===== src/rtl/instruction_fetch_if.sv =====
// instruction_fetch_if: the instruction-memory req/ack bus and the decode-side handshake.
// The fetch stage connects through master and the memory/decode side through slave.
interface instruction_fetch_if;
  logic        imem_req, imem_ack, inst_valid, inst_ready;
  logic        branch, jump, jump_register, halted, halt_out, fault;
  logic [31:0] imem_addr, imem_rdata, inst, pc, pc_plus4, rs_data;
  logic [5:0]  opcode, func;
  modport master (
    output imem_req, imem_addr, inst, inst_valid, opcode, func, pc, pc_plus4, halt_out, fault,
    input  imem_ack, imem_rdata, inst_ready, branch, jump, jump_register, halted, rs_data
  );
  modport slave (
    input  imem_req, imem_addr, inst, inst_valid, opcode, func, pc, pc_plus4, halt_out, fault,
    output imem_ack, imem_rdata, inst_ready, branch, jump, jump_register, halted, rs_data
  );
endinterface


===== src/rtl/instruction_fetch.sv =====
// instruction_fetch: MIPS fetch stage, PC register, req/ack fetch and next-PC selection.
// Define IF_MISALIGN_TRAP_EN to trap misaligned redirects; otherwise low PC bits are masked.
module instruction_fetch #(
  parameter logic [31:0] RESET_PC = 32'h0000_0000
) (
  input logic clk,
  input logic rst_b,
  instruction_fetch_if.master bus
);
  typedef enum logic [1:0] {IDLE, FETCH, VALID, HALT} state_t;
  state_t state, state_nx;
  logic [31:0] fetch_pc, inst, pc, pc_plus4, target, next_pc;
  logic take, trap;
  assign pc_plus4 = pc + 32'd4;
  // Priority: JR over J over branch over sequential; halt is handled separately.
  assign target = bus.jump_register ? bus.rs_data
                : bus.jump          ? {pc_plus4[31:28], inst[25:0], 2'b00}
                : bus.branch        ? pc_plus4 + {{14{inst[15]}}, inst[15:0], 2'b00}
                :                     pc_plus4;
  assign take = state == VALID && bus.inst_ready;
`ifdef IF_MISALIGN_TRAP_EN
  logic fault;
  assign next_pc = target;
  assign trap = |target[1:0];
  always_ff @(posedge clk or negedge rst_b)
    if (!rst_b) fault <= 1'b0;
    else if (take && !bus.halted && trap) fault <= 1'b1;
  assign bus.fault = fault;
`else
  assign next_pc = target & ~32'd3;
  assign trap = 1'b0;
  assign bus.fault = 1'b0;
`endif
  always_comb begin
    state_nx = state;
    state_nx = state == IDLE  ? FETCH
             : state == FETCH ? (bus.imem_ack ? VALID : FETCH)
             : state == VALID ? (!bus.inst_ready ? VALID : (bus.halted || trap) ? HALT : FETCH)
             :                  HALT;
  end
  always_ff @(posedge clk or negedge rst_b)
    if (!rst_b) begin
      state    <= IDLE;
      fetch_pc <= RESET_PC;
      inst     <= '0;
      pc       <= '0;
    end else begin
      state <= state_nx;
      if (state == FETCH && bus.imem_ack) begin
        inst <= bus.imem_rdata;
        pc   <= fetch_pc;
      end
      if (take && !bus.halted && !trap) fetch_pc <= next_pc;
    end
  assign bus.imem_req   = state == FETCH;
  assign bus.imem_addr  = fetch_pc;
  assign bus.inst_valid = state == VALID;
  assign bus.inst       = inst;
  assign bus.pc         = pc;
  assign bus.pc_plus4   = pc_plus4;
  assign bus.opcode     = inst[31:26];
  assign bus.func       = inst[5:0];
  assign bus.halt_out   = state == HALT;
endmodule


===== src/flat_wrapper.sv =====
// flat-port wrapper written by rule: the top's interface ports become plain ports
module instruction_fetch_flat 
#(
  parameter logic [31:0] RESET_PC = 32'h0000_0000
)
  (clk, rst_b, bus_imem_req, bus_imem_addr, bus_inst, bus_inst_valid, bus_opcode, bus_func, bus_pc, bus_pc_plus4, bus_halt_out, bus_fault, bus_imem_ack, bus_imem_rdata, bus_inst_ready, bus_branch, bus_jump, bus_jump_register, bus_halted, bus_rs_data);
  instruction_fetch_if bus_i ();
  input logic clk;
  input logic rst_b;
  output wire logic [$bits(bus_i.imem_req)-1:0] bus_imem_req;
  output wire logic [$bits(bus_i.imem_addr)-1:0] bus_imem_addr;
  output wire logic [$bits(bus_i.inst)-1:0] bus_inst;
  output wire logic [$bits(bus_i.inst_valid)-1:0] bus_inst_valid;
  output wire logic [$bits(bus_i.opcode)-1:0] bus_opcode;
  output wire logic [$bits(bus_i.func)-1:0] bus_func;
  output wire logic [$bits(bus_i.pc)-1:0] bus_pc;
  output wire logic [$bits(bus_i.pc_plus4)-1:0] bus_pc_plus4;
  output wire logic [$bits(bus_i.halt_out)-1:0] bus_halt_out;
  output wire logic [$bits(bus_i.fault)-1:0] bus_fault;
  input wire logic [$bits(bus_i.imem_ack)-1:0] bus_imem_ack;
  input wire logic [$bits(bus_i.imem_rdata)-1:0] bus_imem_rdata;
  input wire logic [$bits(bus_i.inst_ready)-1:0] bus_inst_ready;
  input wire logic [$bits(bus_i.branch)-1:0] bus_branch;
  input wire logic [$bits(bus_i.jump)-1:0] bus_jump;
  input wire logic [$bits(bus_i.jump_register)-1:0] bus_jump_register;
  input wire logic [$bits(bus_i.halted)-1:0] bus_halted;
  input wire logic [$bits(bus_i.rs_data)-1:0] bus_rs_data;
  assign bus_imem_req = bus_i.imem_req;
  assign bus_imem_addr = bus_i.imem_addr;
  assign bus_inst = bus_i.inst;
  assign bus_inst_valid = bus_i.inst_valid;
  assign bus_opcode = bus_i.opcode;
  assign bus_func = bus_i.func;
  assign bus_pc = bus_i.pc;
  assign bus_pc_plus4 = bus_i.pc_plus4;
  assign bus_halt_out = bus_i.halt_out;
  assign bus_fault = bus_i.fault;
  assign bus_i.imem_ack = bus_imem_ack;
  assign bus_i.imem_rdata = bus_imem_rdata;
  assign bus_i.inst_ready = bus_inst_ready;
  assign bus_i.branch = bus_branch;
  assign bus_i.jump = bus_jump;
  assign bus_i.jump_register = bus_jump_register;
  assign bus_i.halted = bus_halted;
  assign bus_i.rs_data = bus_rs_data;
  instruction_fetch #(.RESET_PC(RESET_PC)) u_core (.clk(clk), .rst_b(rst_b), .bus(bus_i));
endmodule

===== config.mk =====
export PLATFORM = sky130hd
export DESIGN_NAME = instruction_fetch_flat
export DESIGN_NICKNAME = d
export VERILOG_FILES = /design/src/rtl/instruction_fetch_if.sv /design/src/rtl/instruction_fetch.sv /design/src/flat_wrapper.sv
export SDC_FILE = /design/constraint.sdc
export NUM_CORES = 1
export LEC_CHECK = 0
export ABC_CLOCK_PERIOD_IN_PS = 5100
export BUFFER_PORTS_ARGS = -buffer_cell sky130_fd_sc_hd__buf_2
export CAP_MARGIN = 5
export CORE_AREA = 2 2 111 113
export CTS_CLUSTER_DIAMETER = 40
export CTS_CLUSTER_SIZE = 20
export DETAILED_ROUTE_END_ITERATION = 8
export DIE_AREA = 0 0 113 115
export GPL_TIMING_DRIVEN = 0
export PLACE_DENSITY = 0.9
export SKIP_LAST_GASP = 1
export SYNTH_ARGS = -nofsm -noshare
export SYNTH_HDL_FRONTEND = slang
export SYNTH_SLANG_ARGS = --single-unit

===== constraint.sdc =====
create_clock -name clk -period 5.1 [get_ports clk]
set_input_delay 1.02 -clock clk [delete_from_list [all_inputs] [get_ports clk]]
set_output_delay 1.02 -clock clk [all_outputs]
set_load 0.02 [all_outputs]

==> reports/results.tsv, run 1 <==
stage	metric	value	unit
sta	period_needed	4.34	ns
sta	clock.fmax	230	MHz
die	start_util	0.552	
logic_synthesis	ys_seq_elements	94	
route	routed-via-count	6546	
logic_synthesis	synth-async-reset-ratio	1.00	
clock_tree	cts_tree	yes	
clock_tree	clk_pin_slew_worst_paths	0.07	ns
placed_design	dp_hpwl	16.0	mm
sta	setup_viol	0	
clock_tree	cts_setup_buffers	0	
die	dieArea	13000	um2
grt	grt_max_degree	65	
critical_path	critical_path_class	reg2reg	
route	drtPass1Iterations	7	
clock_tree	cts_root_buffer	clkbuf_16	
die	io_pins	216	
sta	fin_crit_sh	0.851	
clock_tree	cts_resized	0	
die	die_w	113	um
run_status	violations	design-rule violations	
die	die_h	115	um
logic_synthesis	yosysUniqueCellTypes	68	
power	peakVddDrop	0.000419	V
final_layout	area_growth	24.0	%
critical_path	required	5.34	ns
run	maxCapViolCount	0	
clock_tree	numCtsBuffers	9	
logic_synthesis	synth_edf_count	0	
sta	max-slew-margin-rel	0.392	
clock_tree	postCtsHoldBufs	0	
route	wl_per_cell	20.2	um
final_layout	antenna_cells	0	
sta	finalWorstSetupSlack	0.758	ns
critical_path	crit_arrival	4.58	ns
grt	antenna_found_initial	2	
route	postRouteAntennaNets	0	
placed_design	gp_congestion	0.973	
route	drc	9	
clock_tree	clk_latency	0.36	ns
critical_path	path_max_fanout	9	
grt	grt_pass1_vias	6236	
final_layout	drive_gt1_frac	0.349	
sta	finalClockSkew	0.00900	ns
grt	grt_pass1_wl	32.9	mm
sta	slew_viol_final	0	
power	power	6.24	mW
sta	rsz0062_at_grt	no	
final_layout	fin_nets	1024	
logic_synthesis	syn_avg_cell_area	9.42	um2
die	row_count	40	
die	core-area	11800	um2
route	viasPerCell	6.13	
final_layout	fin_cells	1067	
sta	hold_violations	0	
logic_synthesis	postSynthCellCount	693	
critical_path	r2r_cells	16	
grt	grt_usage	0.330	
clock_tree	cts.sinks	94	
grt	overflow	0	
sta	fin_setup_tns	0	ns
placed_design	post-place-cells	1051	
route	drt_iter0_markers	559	
final_layout	fin_util	0.685	
power	powerDensity	771	nW/um2
min_path	min_path_cells	2	
power	p_leak	4.07	nW
logic_synthesis	syn-cell-area	6530	um2
logic_synthesis	yosys_warnings	0	
logic_synthesis	ys.flop_type	dfrtp_1	
critical_path	cp-start-kind	flip-flop	
placed_design	pre_cts_slack	0.823	ns
route	routed_wl	21.5	mm
placed_design	io_buffers	204	
min_path	worstHoldPathType	reg2reg	
logic_synthesis	synth-seq-area-share	0.360	
critical_path	crit_path_end_kind	flip-flop	
clock_tree	htreeDepth	3	
clock_tree	clockBufferDepth	2	
sta	worst_pin_slew	0.912	ns
run_status	status	finished, violations left	
==> state kept, by name (all words and copies together) (netlist names) <==
signal	count
u_core.bus.pc	30
u_core.bus.inst	32
u_core.bus.imem_addr	30
u_core.state	2
==> final timing paths <==
check | from | endpoint | slack, ns
min in group asynchronous | rst_b | u_core.bus.pc[9]$_DFFE_PN0P_ | 0.59
worst min-delay path | u_core.bus.imem_addr[12]$_DFFE_PN0P_ | u_core.bus.imem_addr[12]$_DFFE_PN0P_ | 0.51
max in group asynchronous | rst_b | u_core.bus.imem_addr[17]$_DFFE_PN0P_ | 3.85
worst max-delay path | u_core.bus.pc[2]$_DFFE_PN0P_ | u_core.bus.imem_addr[25]$_DFFE_PN0P_ | 0.76
worst max register to register | u_core.bus.pc[2]$_DFFE_PN0P_ | u_core.bus.imem_addr[25]$_DFFE_PN0P_ | 0.76
worst min register to register | u_core.bus.imem_addr[12]$_DFFE_PN0P_ | u_core.bus.imem_addr[12]$_DFFE_PN0P_ | 0.51
==> critical path: stages, from the launching register on <==
cell      delay (ns)
dfrtp_1         0.47
ha_1            0.27
nand4_1         0.19
nor2_1          0.49
and3_1          0.42
nand2_1         0.11
xnor2_1         0.17
ha_1            0.29
clkbuf_1        0.29
and4_1          0.31
o211ai_1        0.12
a31oi_2         0.24
o21ai_2         0.10
xnor2_1         0.14
mux2i_1         0.18
o21ai_1         0.09
a221o_1         0.33
==> power by group <==
part           switching [mW]  internal, mW  total [mW]
combinational            2.38          1.61        3.99
clock                   0.298         0.409       0.706
sequential              0.443          1.10        1.54
==> per-layer routing <==
metal  part of all wire  up-vias  GRT usage
li1                   -     2942          -
met1               0.38     3129      0.419
met2               0.47      403      0.539
met3               0.10       70     0.0643
met4              0.043        2      0.173
met5            0.00056        -          0
==> metrics by stage <==
stage / instance area [um2] / hold WS (ns)
finish: 8090 / 0.512
global route: 8090 / 0.541
CTS: 8090 / 0.515
detailed placement: 7780 / 0.501
global placement: 7750 / 0.486
floorplan: 6550 / 0.523
==> cell type report <==
class	instances	area [um2]
Fill cell	978	3720
Tap cell	147	184
Sequential cell	94	2350
Inverter	12	45.0
Clock inverter	4	55.1
Multi-Input combinational cell	545	3900
Clock buffer	12	256
Buffer	48	254
Timing Repair Buffer	205	1050
==> cells in the final DEF, fill, tap and decap left out, types with 12 or more instances in the layout <==
cell and instances:
nor2_1 52, and3_1 22, xnor2_1 30, nand2_1 63, o21ai_0 31, xor2_1 19, dfrtp_1 94, clkbuf_1 27
mux2_2 62, nand3_1 21, buf_4 20, buf_2 204, a21oi_1 52, mux2i_1 12, ha_1 36
==> cell families after synthesis <==
group / Yosys count / synth area share
XOR/XNOR: 50 / 0.0683
buffers and inverters: 60 / 0.0458
flip-flops: 94 / 0.360
other: 1 / 0.000575
AND/OR/NAND/NOR: 203 / 0.152
multiplexers: 74 / 0.125
adder cells (fa/ha/maj): 37 / 0.0721
AO/OA/AOI/OAI: 174 / 0.175
==> cell usage after synthesis (3+ instances only) <==
library cell  instances  share of area
a211o_1               3         0.0040
a211oi_1              7         0.0081
a21o_1                9          0.010
a21oi_1              52          0.040
a21oi_2               3         0.0040
a221o_1               4         0.0061
a31oi_1               3         0.0029
and2_1                4         0.0038
and3_1               22          0.021
and4_1                4         0.0054
buf_4                19          0.022
clkbuf_1             26          0.015
dfrtp_1              94           0.36
ha_1                 36          0.069
inv_1                11         0.0063
mux2_2               62           0.11
mux2i_1              12          0.018
nand2_1              63          0.036
nand3_1              21          0.016
nand3b_1              3         0.0035
nand4_1              11          0.011
nor2_1               52          0.030
nor2b_1               5         0.0048
nor3_1                7         0.0054
o211ai_1              6         0.0069
o21a_1                6         0.0069
o21ai_0              31          0.024
o21ai_1              11         0.0084
o21bai_1              5         0.0058
o221ai_1              3         0.0040
o22ai_1               6         0.0058
xnor2_1              30          0.040
xor2_1               19          0.026
Note: power is estimated with default switching activity, not from simulation.
==> run 2, diff against run 1 <==
Settings changed: ABC_AREA from default to 1, CORE_AREA 2 2 111 113 to 2 2 117 119, DIE_AREA 0 0 113 115 to 0 0 119 121, PLACE_DENSITY 0.9 to 0.89.
==> reports/results.tsv, run 2 <==
stage	metric	value	unit	change
run_status	status	completed		was finished, violations left
final_layout	fin_util	0.689		was 0.685
route	routed-via-count	8462		was 6546
sta	slew_viol_final	0		unchanged
final_layout	drive_gt1_frac	0.217		was 0.349
power	powerDensity	783	nW/um2	was 771 nW/um2
logic_synthesis	postSynthCellCount	1117		was 693
logic_synthesis	synth_largest_area_cell	dfrtp_1		unchanged
die	start_util	0.565		was 0.552
clock_tree	clockBufferDepth	2		unchanged
logic_synthesis	yosys_warnings	0		unchanged
clock_tree	cts_root_buffer	clkbuf_16		unchanged
final_layout	area_growth	21.8	%	was 24.0%
critical_path	required	5.35	ns	was 5.34 ns
route	postRouteAntennaNets	0		unchanged
clock_tree	cts.sinks	94		unchanged
sta	clock.fmax	269	MHz	was 230 MHz
route	drc	0		was 9
logic_synthesis	synth_area_leaders	dfrtp_1, nand2_1, inv_1		was dfrtp_1, mux2_2, ha_1
placed_design	io_buffers	203		was 204
logic_synthesis	synthTopCellsByCount	nand2_1, inv_1, nor2_1		was dfrtp_1, nand2_1, mux2_2
route	drtPass1Iterations	5		was 7
sta	fin_hold_ws	0.495	ns	was 0.512 ns
clock_tree	cts_setup_buffers	0		unchanged
sta	fin_setup_tns	0	ns	unchanged
clock_tree	htreeDepth	3		unchanged
grt	overflow	0		unchanged
clock_tree	numCtsBuffers	9		unchanged
logic_synthesis	ys.flop_type	dfrtp_1		unchanged
logic_synthesis	yosysUniqueCellTypes	38		was 68
sta	finalClockSkew	0.00824	ns	was 0.00900 ns
power	peakVddDrop	0.000417	V	was 0.000419 V
die	row_count	42		was 40
clock_tree	cts_resized	0		unchanged
power	power	7.06	mW	was 6.24 mW
final_layout	fill_cells	1153		was 978
die	die_w	119	um	was 113 um
critical_path	critical_path_class	reg2reg		unchanged
final_layout	mostFrequentLayoutCells	nand2_1, buf_2, inv_1		was buf_2, dfrtp_1, nand2_1
clock_tree	clk_latency	0.36	ns	about the same
clock_tree	postCtsHoldBufs	0		unchanged
logic_synthesis	synth-async-reset-ratio	1.00		unchanged
final_layout	top_register	u_core.bus.inst		unchanged
final_layout	fin_area	9010	um2	was 8090 um2
final_layout	antenna_cells	0		unchanged
critical_path	cp-start-kind	flip-flop		unchanged
sta	period_needed	3.72	ns	was 4.34 ns
final_layout	largest_reg_flops	32		unchanged
final_layout	final_common_cell	nand2_1		was buf_2
die	io_pins	216		unchanged
route	routed_wl	26.4	mm	was 21.5 mm
sta	worst_pin_slew	0.981	ns	was 0.912 ns
placed_design	gp_congestion	0.996		was 0.973
logic_synthesis	syn_avg_cell_area	6.62	um2	was 9.42 um2
die	core-area	13100	um2	was 11800 um2
critical_path	path_max_fanout	8		was 9
grt	antenna_found_initial	0		was 2
grt	grt_pass1_vias	7996		was 6236
clock_tree	clk_pin_slew_worst_paths	0.07	ns	about the same
route	wl_per_cell	17.4	um	was 20.2 um
die	dieArea	14400	um2	was 13000 um2
logic_synthesis	synth_top_area_frac	0.318		was 0.360
sta	hold_violations	0		unchanged
critical_path	crit_path_end_kind	flip-flop		unchanged
run	maxCapViolCount	0		unchanged
sta	rsz0062_at_grt	no		unchanged
die	die_h	121	um	was 115 um
min_path	worstHoldPathType	reg2reg		unchanged
grt	grt_usage	0.370		was 0.330
grt	grt_max_degree	60		was 65
logic_synthesis	syn-cell-area	7400	um2	was 6530 um2
sta	fin_crit_sh	0.729		was 0.851
grt	grt_pass1_wl	41.2	mm	was 32.9 mm
power	p_leak	5.04	nW	was 4.07 nW
sta	max-slew-margin-rel	0.346		was 0.392
sta	setup_viol	0		unchanged
placed_design	dp_hpwl	20.9	mm	was 16.0 mm
route	viasPerCell	5.57		was 6.13
logic_synthesis	ys_seq_elements	94		unchanged
critical_path	crit_arrival	3.97	ns	was 4.58 ns
route	drt_iter0_markers	1026		was 559
logic_synthesis	synth-seq-area-share	0.318		was 0.360
clock_tree	cts_tree	yes		unchanged
logic_synthesis	yosysMostFrequentCell	nand2_1		was dfrtp_1
final_layout	fin_nets	1447		was 1024
logic_synthesis	synth_edf_count	0		unchanged
placed_design	post_dp_cell_area	8680	um2	was 7780 um2
==> run 2: cell count changes after synthesis, sizes merged, moves of 6 or more <==
cell	delta
a211oi	-7
a21o	-8
a21oi	+16
and3	-22
inv	+144
mux2	-27
mux2i	-12
nand2	+280
nand3	+46
nor2	+80
nor3	+7
o21ai	+6
xnor2	-26
xor2	-6
==> run 2: cell families after synthesis <==
group | after synthesis | share of synthesized area
other | 1 | 0.000507
buffers and inverters | 203 | 0.114
multiplexers | 35 | 0.0533
XOR/XNOR | 18 | 0.0213
adder cells (fa/ha/maj) | 37 | 0.0636
AO/OA/AOI/OAI | 148 | 0.108
flip-flops | 94 | 0.318
AND/OR/NAND/NOR | 581 | 0.321
==> run 2: layer usage <==
| layer | vias to the layer above | part of all wire | global-route usage |
|---|---|---|---|
| met2 | 510 | 0.45 | 0.589 |
| met5 | - | 0 | 0 |
| met1 | 3882 | 0.40 | 0.489 |
| met3 | 86 | 0.10 | 0.0738 |
| met4 | 0 | 0.041 | 0.164 |
| li1 | 3984 | - | - |
==> run 2: area by class of cell <==
cell class | instances | area [um2] | share of cell area
Sequential cell | 94 | 2350 | 0.261
Inverter | 156 | 586 | 0.0650
Buffer | 47 | 255 | 0.0283
Clock buffer | 12 | 267 | 0.0296
Timing Repair Buffer | 204 | 1050 | 0.116
Tap cell | 176 | 220 | 0.0244
Clock inverter | 4 | 58.8 | 0.00653
Multi-Input combinational cell | 826 | 4230 | 0.469
==> run 2: worst paths after layout <==
check,slack [ns],start,endpoint,cells after the start
worst max-delay path,1.38,u_core.bus.pc[2]$_DFFE_PN0P_,u_core.bus.imem_addr[29]$_DFFE_PN0P_,18
worst min-delay path,0.50,u_core.bus.imem_addr[30]$_DFFE_PN0P_,u_core.bus.imem_addr[30]$_DFFE_PN0P_,2
worst max register to register,1.38,u_core.bus.pc[2]$_DFFE_PN0P_,u_core.bus.imem_addr[29]$_DFFE_PN0P_,18
worst min register to register,0.50,u_core.bus.imem_addr[30]$_DFFE_PN0P_,u_core.bus.imem_addr[30]$_DFFE_PN0P_,2
max in group asynchronous,3.81,rst_b,u_core.bus.pc[26]$_DFFE_PN0P_,2
min in group asynchronous,0.63,rst_b,u_core.state[0]$_DFF_PN0_,1
==> run 2: where the power goes <==
| part | switching (mW) | internal, mW | total [mW] |
|---|---|---|---|
| combinational | 3.10 | 1.60 | 4.71 |
| sequential | 0.501 | 1.12 | 1.62 |
| clock | 0.304 | 0.427 | 0.732 |
==> run 2: metrics by stage <==
step	std cells	setup slack, ns
final	1519	1.38
after floorplan	1123	1.91
after CTS	1519	1.49
after global placement	1502	1.55
after global routing	1519	1.17
after detailed placement	1503	1.54
==> run 2: worst max-delay path: stages (launching register included) <==
cell and delay [ns]:
dfrtp_1 0.61, ha_1 0.32, nand3_1 0.19, nor2_1 0.15, inv_2 0.06, nor2_2 0.09, nand2_1 0.09, xnor2_1 0.42
ha_1 0.38, nand2_1 0.10, inv_1 0.05, a21oi_1 0.33, o21ai_0 0.16, a21oi_1 0.21, nand3_1 0.10, nand3_1 0.10
nand2_1 0.11, nand2_1 0.08, nand2_1 0.05
==> run 3, diff against run 2 <==
Settings changed: ABC_AREA 1 to 0, ABC_CLOCK_PERIOD_IN_PS 5100 to 3400, CORE_AREA 2 2 117 119 to 2 2 121 123, DIE_AREA 0 0 119 121 to 0 0 123 125, PLACE_DENSITY 0.89 to 0.8.
Clock period 5.1 ns to 3.4 ns, I/O delays scaled along.
==> reports/results.tsv, run 3 (synthesis results as in run 1) <==
stage	metric	value	unit	change
run_status	status	finished, violations left		was completed
run_status	violations	negative setup slack		
route	wl_per_cell	21.1	um	was 17.4 um
route	wl_met3	2.14	mm	was 2.63 mm
critical_path	slowest_stage	dfrtp_2		was dfrtp_1
sta	max-slew-margin-rel	0.0437		was 0.346
placed_design	post-place-cells	1088		was 1503
critical_path	crit_arrival	3.81	ns	was 3.97 ns
sta	rsz0062_at_grt	yes		was no
final_layout	largest_reg_flops	32		unchanged
sta	finalWorstSetupSlack	-0.174	ns	was 1.38 ns
final_layout	fin_area	9330	um2	was 9010 um2
critical_path	cp_cell_sequence	and3_1, nor3b_4, buf_12, and3_4, buf_12, xor2_4, ha_1, and4_4, o211ai_1, a31oi_4, o21ai_2, o21ai_2, xnor2_1, a21oi_1, a221o_1		was ha_1, nand3_1, nor2_1, inv_2, nor2_2, nand2_1, xnor2_1, ha_1, nand2_1, inv_1, a21oi_1, o21ai_0, a21oi_1, nand3_1, nand3_1, nand2_1, nand2_1, nand2_1
power	power	11.0	mW	was 7.06 mW
final_layout	drive_gt1_frac	0.479		was 0.217
power	peakVddDrop	0.000570	V	was 0.000417 V
route	postRouteAntennaNets	0		unchanged
critical_path	critical_path_class	reg2reg		unchanged
final_layout	area_growth	42.9	%	was 21.8%
clock_tree	clockBufferDepth	2		unchanged
die	start_util	0.459		was 0.565
sta	slew_viol_final	0		unchanged
critical_path	path_max_fanout	6		was 8
die	die_w	123	um	was 119 um
min_path	worstHoldPathType	in2async		was reg2reg
die	core-area	14200	um2	was 13100 um2
route	viasPerCell	5.95		was 5.57
placed_design	io_buffers	204		was 203
power	powerDensity	1180	nW/um2	was 783 nW/um2
grt	grt_max_degree	60		unchanged
final_layout	mostFrequentLayoutCells	buf_2, dfrtp_1, buf_4		was nand2_1, buf_2, inv_1
grt	grt_pass1_wl	35.9	mm	was 41.2 mm
placed_design	dp_hpwl	16.6	mm	was 20.9 mm
critical_path	required	3.64	ns	was 5.35 ns
clock_tree	numCtsBuffers	9		unchanged
clock_tree	htreeDepth	3		unchanged
run	maxCapViolCount	0		unchanged
clock_tree	clk_latency	0.36	ns	about the same
die	die_h	125	um	was 121 um
clock_tree	cts.sinks	94		unchanged
power	p_leak	4.47	nW	was 5.04 nW
route	drt_iter0_markers	449		was 1026
critical_path	cp_top_family	compound AO/OA/AOI/OAI gates		was simple AND/OR/NAND/NOR gates
sta	setup_viol	13		was 0
route	routed-via-count	6869		was 8462
sta	period_needed	3.57	ns	was 3.72 ns
grt	grt_usage	0.307		was 0.370
grt	antenna_found_initial	3		was 0
critical_path	critical_path.max_stage_delay	0.43	ns	was 0.61 ns
final_layout	top_register	u_core.bus.inst		unchanged
die	dieArea	15400	um2	was 14400 um2
sta	worst_pin_slew	1.43	ns	was 0.981 ns
die	io_pins	216		unchanged
critical_path	cp-start-kind	flip-flop		unchanged
critical_path	path_buf_inv	2		unchanged
clock_tree	cts_root_buffer	clkbuf_16		unchanged
grt	overflow	0		unchanged
final_layout	final_common_cell	buf_2		was nand2_1
critical_path	rrSetupSlack	-0.17	ns	was 1.38 ns
critical_path	crit_path_end_kind	flip-flop		unchanged
grt	grt_pass1_vias	6558		was 7996
route	drtPass1Iterations	6		was 5
placed_design	gp_congestion	0.980		was 0.996
sta	finalClockSkew	0.00859	ns	was 0.00824 ns
sta	hold_violations	0		unchanged
final_layout	fin_nets	1074		was 1447
route	route.met2.wl	11.7	mm	was 12.0 mm
sta	fin_hold_ws	0.295	ns	was 0.495 ns
die	row_count	44		was 42
final_layout	fin_cells	1155		was 1519
route	drc	0		unchanged
route	highest_layer	met5		was met4
route	wl_met1	9.49	mm	was 10.7 mm
clock_tree	cts_tree	yes		unchanged
placed_design	post_dp_cell_area	7950	um2	was 8680 um2
route	routed_wl	24.4	mm	was 26.4 mm
clock_tree	clk_pin_slew_worst_paths	0.07	ns	about the same
sta	fin_crit_sh	1.05		was 0.729
clock_tree	postCtsHoldBufs	0		unchanged
sta	clock.fmax	280	MHz	was 269 MHz
[run 3: changes by cell type in the layout (fill, tap and decap cells not counted), sizes merged, moves of 8 or more]
cell,change
a21o,+8
a21oi,-16
and3,+22
buf,+49
inv,-147
mux2,+27
mux2i,+12
nand2,-280
nand3,-46
nor2,-80
xnor2,+26
[run 3: final timing paths]
kind                                                       from                                   end  cells after the start
worst min register to register  u_core.bus.inst[28]$_DFFE_PN0P_       u_core.bus.inst[28]$_DFFE_PN0P_                      1
worst max-delay path               u_core.bus.pc[2]$_DFFE_PN0P_  u_core.bus.imem_addr[27]$_DFFE_PN0P_                     15
max in group asynchronous                                 rst_b          u_core.bus.pc[2]$_DFFE_PN0P_                      2
worst max register to register     u_core.bus.pc[2]$_DFFE_PN0P_  u_core.bus.imem_addr[27]$_DFFE_PN0P_                     15
min in group clk                u_core.bus.inst[28]$_DFFE_PN0P_       u_core.bus.inst[28]$_DFFE_PN0P_                      1
worst min-delay path                                      rst_b        u_core.bus.inst[7]$_DFFE_PN0P_                      1
[run 3: area by class of cell]
| cell class | count | area (um2) |
|---|---|---|
| Clock inverter | 2 | 60.1 |
| Antenna cell | 2 | 5.00 |
| Sequential cell | 94 | 2370 |
| Tap cell | 184 | 230 |
| Timing Repair Buffer | 258 | 1500 |
| Clock buffer | 13 | 250 |
| Buffer | 45 | 241 |
| Fill cell | 1151 | 4880 |
| Multi-Input combinational cell | 545 | 4620 |
| Inverter | 12 | 45.0 |
[run 3: through the flow]
stage               setup WS, ns   util  setup TNS [ns]
global placement          -0.608  0.558           -4.79
floorplan                -0.0787      -          -0.184
CTS                      -0.0646  0.618          -0.283
finish                    -0.174  0.657           -1.21
global route              -0.345  0.656           -3.53
detailed placement        -0.674  0.560           -5.24
[run 3: metal layers]
| metal | vias up | GRT usage |
|---|---|---|
| li1 | 3041 | - |
| met1 | 3382 | 0.396 |
| met2 | 360 | 0.493 |
| met3 | 84 | 0.0657 |
| met4 | 2 | 0.143 |
| met5 | - | 0 |
[run 3: timing repair]
action | 4_1_cts | 5_1_grt
setup endpoints to repair | 18 | 21
gates resized for setup | 52 | 70
buffers inserted | 31 | 22
pin swaps | 31 | 47
gates cloned | 1 | 0
[run 3: worst register-to-register path: cells and delay by family (launching register included)]
kind	cells	cell delay [ns]
xor gates and xnor gates	2	0.38
and+or+nand+nor	4	0.98
DFF	1	0.43
AOI/OAI and AO/OA	6	1.05
adders and majority gates	1	0.33
buffers and inverters	2	0.28
[run 3: power breakdown]
group          total (mW)  internal [mW]  switching (mW)
sequential           2.40           1.66           0.745
combinational        7.49           3.33            4.16
clock                1.11          0.663           0.450
total                11.0           5.65            5.35
